`src/rtl/fp_add_controller_pkg.sv`:
```
// Shared types and constants for the FP add/sub sequencing controller.
package fp_add_controller_pkg;

  localparam int unsigned STATE_W = 3;

  // One code per step of the add/sub sequence; all eight encodings are used.
  typedef enum logic [STATE_W-1:0] {
    ST_IDLE   = 3'd0,
    ST_LOAD_A = 3'd1,
    ST_LOAD_B = 3'd2,
    ST_CMP    = 3'd3,
    ST_ALIGN  = 3'd4,
    ST_NORM   = 3'd5,
    ST_WRITE  = 3'd6,
    ST_DONE   = 3'd7
  } state_e;

  localparam logic OP_ADD     = 1'b0;
  localparam logic OP_SUB     = 1'b1;
  localparam logic NORM_RIGHT = 1'b1;
  localparam logic NORM_LEFT  = 1'b0;

  // Datapath status captured during the operation.
  typedef struct packed {
    logic gte;   // |A| >= |B|
    logic sa;    // sign of A
    logic sb;    // sign of B
    logic spl;   // special-case operand (NaN/Inf/zero)
    logic zero;  // exact cancellation seen in NORM
  } flags_t;

  // Sign of the larger-magnitude operand, with B's sign flipped for subtraction.
  function automatic logic result_sign(input flags_t f, input logic op);
    return f.gte ? f.sa : (f.sb ^ op);
  endfunction

endpackage

```
`src/rtl/fp_add_controller.sv`:
```
// Multicycle sequencer for the single-precision FP add/sub datapath.
// Loads A then B from the shared bus, captures compare/sign/special status,
// steers align, add, normalize and result write, then pulses done.
// Ports:
//   clk, rst                   clock, synchronous active-high reset
//   start, op                  host request and operation (0 add, 1 sub)
//   sign_a, sign_b, a_gt_eq_b,
//   spl_case, alu_carry, eqz,
//   lzc_flag                   datapath status inputs
//   load_a, load_b, add_sub, sel_larger, sel_result, load_result,
//   flush_exp, normalize_enable, normalize_mode, op_sign
//                              datapath control outputs
//   busy, done                 host status
// Control outputs are Moore-decoded from the state register and captured
// flags; NORM additionally decodes the live normalize status of that cycle.
module fp_add_controller
  import fp_add_controller_pkg::*;
#(
  parameter bit BACK_TO_BACK = 1'b1
) (
  input  logic clk,
  input  logic rst,
  input  logic start,
  input  logic op,
  input  logic sign_a,
  input  logic sign_b,
  input  logic a_gt_eq_b,
  input  logic spl_case,
  input  logic alu_carry,
  input  logic eqz,
  input  logic lzc_flag,
  output logic load_a,
  output logic load_b,
  output logic add_sub,
  output logic sel_larger,
  output logic sel_result,
  output logic load_result,
  output logic flush_exp,
  output logic normalize_enable,
  output logic normalize_mode,
  output logic op_sign,
  output logic busy,
  output logic done
);

  state_e state_q, state_d;
  flags_t flags_q, flags_d;
  logic   op_q, op_d;
  logic   eff_op;
  logic   sign_raw;

  assign eff_op   = op_q ^ flags_q.sa ^ flags_q.sb;
  assign sign_raw = result_sign(flags_q, op_q);

  // State and captured-flag registers.
  always_ff @(posedge clk) begin
    if (rst) begin
      state_q <= ST_IDLE;
      flags_q <= '0;
      op_q    <= 1'b0;
    end else begin
      state_q <= state_d;
      flags_q <= flags_d;
      op_q    <= op_d;
    end
  end

  // Next state, flag capture and control decode.
  always_comb begin
    state_d          = state_q;
    flags_d          = flags_q;
    op_d             = op_q;
    load_a           = 1'b0;
    load_b           = 1'b0;
    add_sub          = 1'b0;
    sel_larger       = 1'b0;
    sel_result       = 1'b0;
    load_result      = 1'b0;
    flush_exp        = 1'b0;
    normalize_enable = 1'b0;
    normalize_mode   = NORM_LEFT;
    op_sign          = sign_raw & ~flags_q.zero;
    busy             = (state_q != ST_IDLE);
    done             = 1'b0;

    case (state_q)
      ST_IDLE: begin
        if (start) begin
          state_d = ST_LOAD_A;
          op_d    = op;
          flags_d = '0;
        end
      end
      ST_LOAD_A: begin
        load_a  = 1'b1;
        state_d = ST_LOAD_B;
      end
      ST_LOAD_B: begin
        load_b  = 1'b1;
        state_d = ST_CMP;
      end
      ST_CMP: begin
        flags_d.gte = a_gt_eq_b;
        flags_d.sa  = sign_a;
        flags_d.sb  = sign_b;
        flags_d.spl = spl_case;
        state_d     = spl_case ? ST_WRITE : ST_ALIGN;
      end
      ST_ALIGN: begin
        sel_larger = flags_q.gte;
        add_sub    = eff_op;
        state_d    = ST_NORM;
      end
      ST_NORM: begin
        sel_larger = flags_q.gte;
        add_sub    = eff_op;
        // Carry takes priority over cancellation, which beats left shift.
        if (alu_carry) begin
          normalize_enable = 1'b1;
          normalize_mode   = NORM_RIGHT;
        end else if (eqz) begin
          flush_exp = 1'b1;
        end else if (lzc_flag) begin
          normalize_enable = 1'b1;
          normalize_mode   = NORM_LEFT;
        end
        // Exact cancellation yields +0; remember it for the WRITE cycle.
        flags_d.zero = eqz;
        op_sign      = sign_raw & ~eqz;
        state_d      = ST_WRITE;
      end
      ST_WRITE: begin
        sel_larger  = flags_q.gte;
        add_sub     = eff_op;
        sel_result  = flags_q.spl;
        load_result = 1'b1;
        state_d     = ST_DONE;
      end
      ST_DONE: begin
        done = 1'b1;
        if (BACK_TO_BACK && start) begin
          state_d = ST_LOAD_A;
          op_d    = op;
          flags_d = '0;
        end else begin
          state_d = ST_IDLE;
        end
      end
      default: begin
        state_d = ST_IDLE;
      end
    endcase
  end

endmodule

```
`config.mk`:
```
export PLATFORM = sky130hd
export DESIGN_NAME = fp_add_controller
export DESIGN_NICKNAME = d
export VERILOG_FILES = /design/src/rtl/fp_add_controller_pkg.sv /design/src/rtl/fp_add_controller.sv
export SDC_FILE = /design/constraint.sdc
export NUM_CORES = 1
export LEC_CHECK = 0
export ABC_AREA = 1
export BUFFER_PORTS_ARGS = -buffer_cell sky130_fd_sc_hd__buf_2
export CAP_MARGIN = 20
export CORE_AREA = 4 4 41 43
export CTS_CLUSTER_SIZE = 30
export DETAILED_ROUTE_END_ITERATION = 10
export DIE_AREA = 0 0 45 47
export PLACE_DENSITY = 0.66
export SLEW_MARGIN = 30
export SYNTH_ARGS = -nofsm -noshare
export SYNTH_HDL_FRONTEND = slang
export SYNTH_SLANG_ARGS = --single-unit
```
`constraint.sdc`:
```
create_clock -name clk -period 1 [get_ports clk]
set_input_delay 0.2 -clock clk [delete_from_list [all_inputs] [get_ports clk]]
set_output_delay 0.2 -clock clk [all_outputs]
set_load 0.01 [all_outputs]
```
**After elaboration in Yosys (flattened, before gate mapping)**

Index checks and enable logic that the tools add are counted.

- Bits in registers: 9
- Input port bits: 11
- Output and inout port bits: 12
- Logic and storage cells: 57

- Reduce and logical (&&, ||, !) cells: 9
- Bitwise operators: 7
- Equality and inequality tests: 9
- Muxes and demuxes: 25

Operator list:

| cell | number |
|---|---|
| 3-bit case mux with 8 select lines | 1 |
| 1-bit two-way mux | 19 |
| 3-bit == test (second input constant) | 4 |
| 4-bit case mux with 2 select lines | 1 |
| 3-bit by 2-bit == test with 1-bit output (second input constant) | 2 |
| 2-bit AND reduction | 3 |
| 5-bit two-way mux | 1 |
| 2-bit nonzero test | 2 |
| 3-bit by 1-bit == test with 1-bit output (second input constant) | 1 |
| 3-bit logical NOT | 1 |
| 3-bit two-way mux | 1 |
| 3-bit nonzero test | 1 |
| 3-bit OR reduction | 1 |
| 1-bit bitwise XOR | 3 |
| 1-bit AND | 2 |
| 2-bit two-way mux | 1 |
| 2-bit by 1-bit != test with 1-bit output (second input constant) | 1 |
| 2-bit != test (second input constant) | 1 |
| 1-bit NOT | 2 |
| 1-bit case mux with 2 select lines | 1 |
| 2-bit OR reduction | 1 |

**Depth between registers and ports, before layout**

Gate-level depths: netlist of run 1.

- Depth after elaboration: 4
- Depth in mapped cells: 8
- Depth with buffers taken out: 7

**Worst setup path after synthesis of run 1**

No wires, ideal clock.

- Path type: register to output
- From: register state_q[2]
- To: output port op_sign
- Required time: 800 ps
- Path slack: -157 ps
- Buffers on the path: 0
- Data arrival time: 957 ps
- Cell stages (with the launch flop): 7
- Cell sequence: dfxtp_1 -> inv_2 -> nor3_4 -> inv_2 -> nand2_1 -> nand2_2 -> a21oi_2

- Longest elaborated chain between the ends: 2

Ends and longest elaborated chain:

| item | line | source |
|---|---|---|
| start, declared | fp_add_controller.sv:46 | `state_e state_q, state_d;` |
| start signal, assigned | fp_add_controller.sv:62 | `state_q <= state_d;` |
| 3-bit == test | fp_add_controller.sv:86 | `case (state_q)` |
| 1-bit two-way mux | fp_add_controller.sv:86 |  |
| end, declared | fp_add_controller.sv:41 | `output logic op_sign,` |

No other way between the ends.

**Worst setup path after layout of run 1**

- From: register state_q[0]
- To: output port op_sign

The elaborated chain is that of the path after synthesis.

==> results.ini, run 1 <==
[status]
violations=setup timing
status=finished with violations

[drt]
route.detailed.drc=0
wl_per_cell_um=15.1
vias_per_cell=5.13
vias=682
ant_nets=0
drt_iter0_markers=6
drt-total-wl_mm=2.01
dr.pass1.iters=4

[layout]
drive_above_1_share=0.720
fin_cells=133
layout.nets=130
multiInputGateArea_um2=409
fillers=90
ff_latch_area_um2=189
num_antenna_cells=0
area_delta_synth_final_pct=97.8
final_area_um2=997

[synthesis]
yosys.area.top_type=dfxtp_1
synth_area_um2=504
yosysWarnings=0
yosysMostFrequentCell=nand2_1
synth-edff-count=0
syn_area_per_cell_um2=6.91
syn_nets=84
synth_flop_cell=dfxtp_1
yosys.area.top_type_share=0.357
synth_common_cells=nand2_1 (13), nor2_1 (12), dfxtp_1 (9)
syn_inst=73
ys_seq_area_frac=0.357
synth_seq_cells=9
yosysUniqueCellTypes=21
async_reset_ff_frac=0
synth_area_leaders=dfxtp_1 (36%), nand2_1 (9.7%), nor2_1 (8.9%)

[pwr]
peakVddDrop_mv=0.885
power_leakage_uw=0.000467
p_per_area_nw_per_um2=1260

[clock_tree]
clockBufferDepth=2
cts_sinks=9
cts.htree.levels=1
cts_tree=done
cts_buffers=3
clock-root-buffer=clkbuf_4
clkTransAtPathRegs_ns=0.07
clock_latency_ns=0.26

[sta]
fin_skew_ns=0.00959
fmax_mhz=663
fin_crit_ns=1.51
final_hold_viol_count=0
fin_hold_ws_ns=0.190
worst_slew_pin_slew_ns=0.197
setup_ws_ns=-0.509
setup_viol=20
maxSlewViolCount=0
slew_headroom=0.868
rsz0062_at_grt=yes
finalCritPeriodShare=1.51

[global_route]
grt_pass1_wl_mm=2.68
grt_antenna_before_repair=0
grt_max_degree=9
grt_pass1_vias=635
grtUsageTotal=0.180
grt_overflow=0

[worst_setup_path]
start_kind=flip-flop
cp_slowest_stage_delay_ns=0.37
crit_family=flip-flops
crit_arrival_ns=1.31
crit_path_cell_trace=inv_4 > nor3_4 > inv_2 > nand2_2 > nand2_2 > a21oi_2 > buf_2
cp.required_ns=0.80
crit_buf_inv=3
path_max_fanout=2
end_kind=output port
path_class=reg -> out
crit_top_cell=nand2_2
crit_slowest_cell=dfxtp_2

[die]
ios=23
coreArea_um2=1300
rows=13
dieHeight_um=47
die_area_um2=2120
die_w_um=45
start_util=0.388

[placed_design]
placed_cells=118
place.gp.congestion=0.772
placed_cell_area_um2=713
numPortBuffers=22
dp_slack_ns=-0.207
dpl.hpwl_mm=1.01

[worst_hold_path]
hold_path.class=in -> reg

[job]
max-cap-violations=0

[tightest hold or removal path: cells and delay by family]
| kind | cells | cell delay, ns |
|---|---|---|
| and+or+nand+nor | 1 | 0.07 |
| AOI/OAI and AO/OA | 1 | 0.05 |
| buffers and inverters | 1 | 0.08 |
[routing by layer]
metal	GRT usage	share of wire	vias up
met4	0.0760	0.022	0
met3	0.0307	0.049	6
li1	-	-	320
met2	0.362	0.57	29
met1	0.179	0.36	327
met5	0	0	-
[layout make-up]
type                            count  area share
Timing Repair Buffer               44       0.317
Tap cell                           15      0.0188
Clock buffer                        4      0.0263
Multi-Input combinational cell     52       0.410
Inverter                            9      0.0376
Sequential cell                     9       0.189
[cells by family (layout without fill, tap and decap cells)]
group           Yosys count  count (layout)  synth area share
simple gates             39              39             0.382
buf+inv                  12              57             0.104
compound gates           11              11             0.122
flops                     9               9             0.357
xor+xnor                  2               2            0.0347
[sequential cells by signal (all words and copies together), names as in the netlist]
name,flops
flags_q,5
state_q,3
op_q,1
[power by group]
part | switching, uW | internal, uW
registers | 32.3 | 388
logic | 273 | 272
clock network | 133 | 154
[worst paths after layout]
kind         startpoint         end  slack, ns  depth (start not counted)
min reg2reg  flags_q[1]  flags_q[1]       0.50                          2
max          state_q[0]     op_sign      -0.51                          7
max reg2reg  state_q[0]        op_q      -0.48                          9
min                  op        op_q       0.19                          3
[stage by stage]
| stage | power, uW | utilization | TNS [ns] |
|---|---|---|---|
| 2_1_floorplan | 594 | - | -0.241 |
| 3_3_place_gp | 707 | 0.548 | -1.81 |
| 3_5_place_dp | 711 | 0.548 | -2.26 |
| 4_1_cts | 1140 | 0.710 | -6.28 |
| 5_1_grt | 1320 | 0.766 | -8.40 |
| 6_report | 1250 | 0.766 | -7.39 |
[cell usage in the layout, fill, tap and decap left out, drive strengths merged]
cell	Yosys	routed
a22oi	1	1
buf	3	44
xor2	1	1
clkbuf	0	4
a21oi	8	8
nor3b	1	1
dfxtp	9	9
nor3	3	3
o21ai	2	2
nor2	13	13
clkinv	1	1
nand3	6	6
xnor2	1	1
inv	8	8
nand2	16	16
[repair_timing]
item | 4_1_cts | 5_1_grt
hold buffers | 0 | 0
gates resized for setup | 31 | 13
buffers inserted | 9 | 4
endpoints found under the hold margin | 0 | 0
setup endpoints to repair | 20 | 21
pin swaps | 13 | 11
(Power assumes the default switching activity.)
==> run 2, diff against run 1 <==
--- a/config.mk
+++ b/config.mk
@@ -6,12 +6,13 @@
 export NUM_CORES = 1
 export LEC_CHECK = 0
 export ABC_AREA = 1
-export BUFFER_PORTS_ARGS = -buffer_cell sky130_fd_sc_hd__buf_2
+export BUFFER_PORTS_ARGS = -buffer_cell sky130_fd_sc_hd__clkbuf_2
 export CAP_MARGIN = 20
 export CORE_AREA = 4 4 41 43
 export CTS_CLUSTER_SIZE = 30
 export DETAILED_ROUTE_END_ITERATION = 10
 export DIE_AREA = 0 0 45 47
+export GPL_TIMING_DRIVEN = 0
 export PLACE_DENSITY = 0.66
 export SLEW_MARGIN = 30
 export SYNTH_ARGS = -nofsm -noshare
==> run 2 against run 1 <==
Net effect: global-route usage is 5.0 points lower; die area did not move; register-to-register slack better by 0.16 ns; largest cell class unchanged; first-iteration DRC count grew 17%; sequential power about the same; via count decreased by 15%; clock power about the same; the flow still finishes with violations (setup timing); clock-buffer cell count is the same; highest routed layer unchanged; largest power group unchanged.
==> results.ini, run 2 (synthesis results as in run 1) <==
[clock_tree]
clkTransAtPathRegs_ns=0.06
clock-root-buffer=clkbuf_4
cts_buffers=3
cts_tree=done
clockBufferDepth=2
clock_latency_ns=0.26
cts_sinks=9
cts.htree.levels=1

[die]
ios=23
die_w_um=45
dieHeight_um=47
start_util=0.388
rows=13
die_area_um2=2120
coreArea_um2=1300

[global_route]
grt_pass1_vias=474
grt_antenna_before_repair=0
grtUsageTotal=0.130
grt_overflow=0
grt_max_degree=9
grt_pass1_wl_mm=1.93

[pwr]
power_leakage_uw=0.000414
peakVddDrop_mv=0.844
p_per_area_nw_per_um2=1260

[sta]
finalCritPeriodShare=1.48
rsz0062_at_grt=yes
final_hold_viol_count=0
setup_viol=20
slew_headroom=0.694
worst_slew_pin_slew_ns=0.459
fmax_mhz=678
maxSlewViolCount=0
fin_skew_ns=0.00358
setup_ws_ns=-0.476
fin_crit_ns=1.48

[layout]
fin_cells=121
area_delta_synth_final_pct=84.6
layout.nets=118
final_area_um2=931
num_antenna_cells=0
final_common_cell=clkbuf_2
final_cell_mix=clkbuf_2 (9), nand2_1 (8), buf_2 (8), buf_6 (7)
largest_reg_flops=5
reg_top3=flags_q x5, state_q x3, op_q x1
drive_above_1_share=0.717
largest-register=flags_q

[drt]
wl_per_cell_um=12.9
ant_nets=0
vias_per_cell=4.82
drt-total-wl_mm=1.56
drt_iter0_markers=7
vias=583
dr.pass1.iters=4
route.detailed.drc=0

[worst_setup_path]
rr_startpoint=state_q[0]
r2r_end=op_q
crit_slowest_cell=dfxtp_4
crit_top_cell=nand2_2
path_max_fanout=3
start_kind=flip-flop
crit_arrival_ns=1.28
crit_path_cell_trace=inv_6 > nor3_4 > inv_2 > nand2_2 > nand2_2 > a21oi_2 > buf_2
path_class=reg -> out
cp.required_ns=0.80
reg2reg_depth=7
r2r_setup_slack_ns=-0.32
crit_family=flip-flops
end_kind=output port
cp_slowest_stage_delay_ns=0.37
crit_buf_inv=3

[placed_design]
place.gp.congestion=0.712
placed_cells=109
dpl.hpwl_um=887
dp_slack_ns=-0.261
placed_cell_area_um2=652
numPortBuffers=21

[status]
status=finished with violations
violations=setup timing

[job]
max-cap-violations=0

[worst_hold_path]
min_from=sign_b
holdPathStages=3
holdPathEnd=flags_q[2]
hold_path.class=in -> reg

-- run 2: changes by cell type in the layout (fill, tap and decap cells not counted), sizes merged --
| cell | delta |
|---|---|
| clkinv | -1 |
| inv | +1 |
| clkbuf | +9 |
| buf | -21 |
-- run 2: layout make-up --
type / count / area (um^2)
Inverter: 9 / 41.3
Tap cell: 15 / 18.8
Clock buffer: 4 / 26.3
Buffer: 1 / 3.75
Fill cell: 116 / 370
Multi-Input combinational cell: 52 / 415
Timing Repair Buffer: 31 / 231
Sequential cell: 9 / 194
-- run 2: worst max path at each step --
| stage | to | slack [ns] | startpoint | cells past startpoint |
|---|---|---|---|---|
| 2_1_floorplan | op_sign | -0.13 | state_q[1] | 6 |
| 3_3_place_gp | op_sign | -0.27 | state_q[0] | 8 |
| 3_5_place_dp | op_sign | -0.26 | state_q[0] | 8 |
| 4_1_cts | op_sign | -0.52 | state_q[0] | 8 |
| 5_1_grt | op_sign | -0.54 | state_q[0] | 7 |
| 6_report | op_sign | -0.48 | state_q[0] | 7 |
-- run 2: repair_timing --
item	CTS	global route
hold buffers	0	0
pin swaps	7	16
setup buffers	4	6
setup endpoints to repair	18	21
endpoints found under the hold margin	0	0
resized for setup	13	52
-- run 2: per-stage QoR --
stage	hold slack (ns)	utilization	setup TNS [ns]	power (uW)
floorplan	0.347	-	-0.241	594
global placement	0.434	0.501	-1.27	670
detailed placement	0.441	0.501	-1.33	673
CTS	0.160	0.579	-6.28	1030
global route	0.181	0.715	-7.96	1230
finish	0.167	0.715	-6.74	1170
-- run 2: worst register-to-register path, stage by stage, from the launching register on --
cell     delay (ns)
dfxtp_4        0.36
buf_4          0.13
buf_8          0.13
buf_6          0.13
o21ai_4        0.13
nand3_4        0.14
o21ai_2        0.13
nor2_1         0.05
-- run 2: per-layer routing --
| layer | GRT usage | vias to the layer above | share of wire |
|---|---|---|---|
| li1 | - | 297 | - |
| met1 | 0.137 | 256 | 0.36 |
| met2 | 0.223 | 21 | 0.54 |
| met3 | 0.0383 | 9 | 0.063 |
| met4 | 0.0877 | 0 | 0.038 |
| met5 | 0 | - | 0 |
-- run 2: where the power goes --
part / total, uW / internal, uW / switching [uW]
sequential: 417 / 387 / 29.7
combinational: 465 / 219 / 246
clock: 288 / 154 / 134
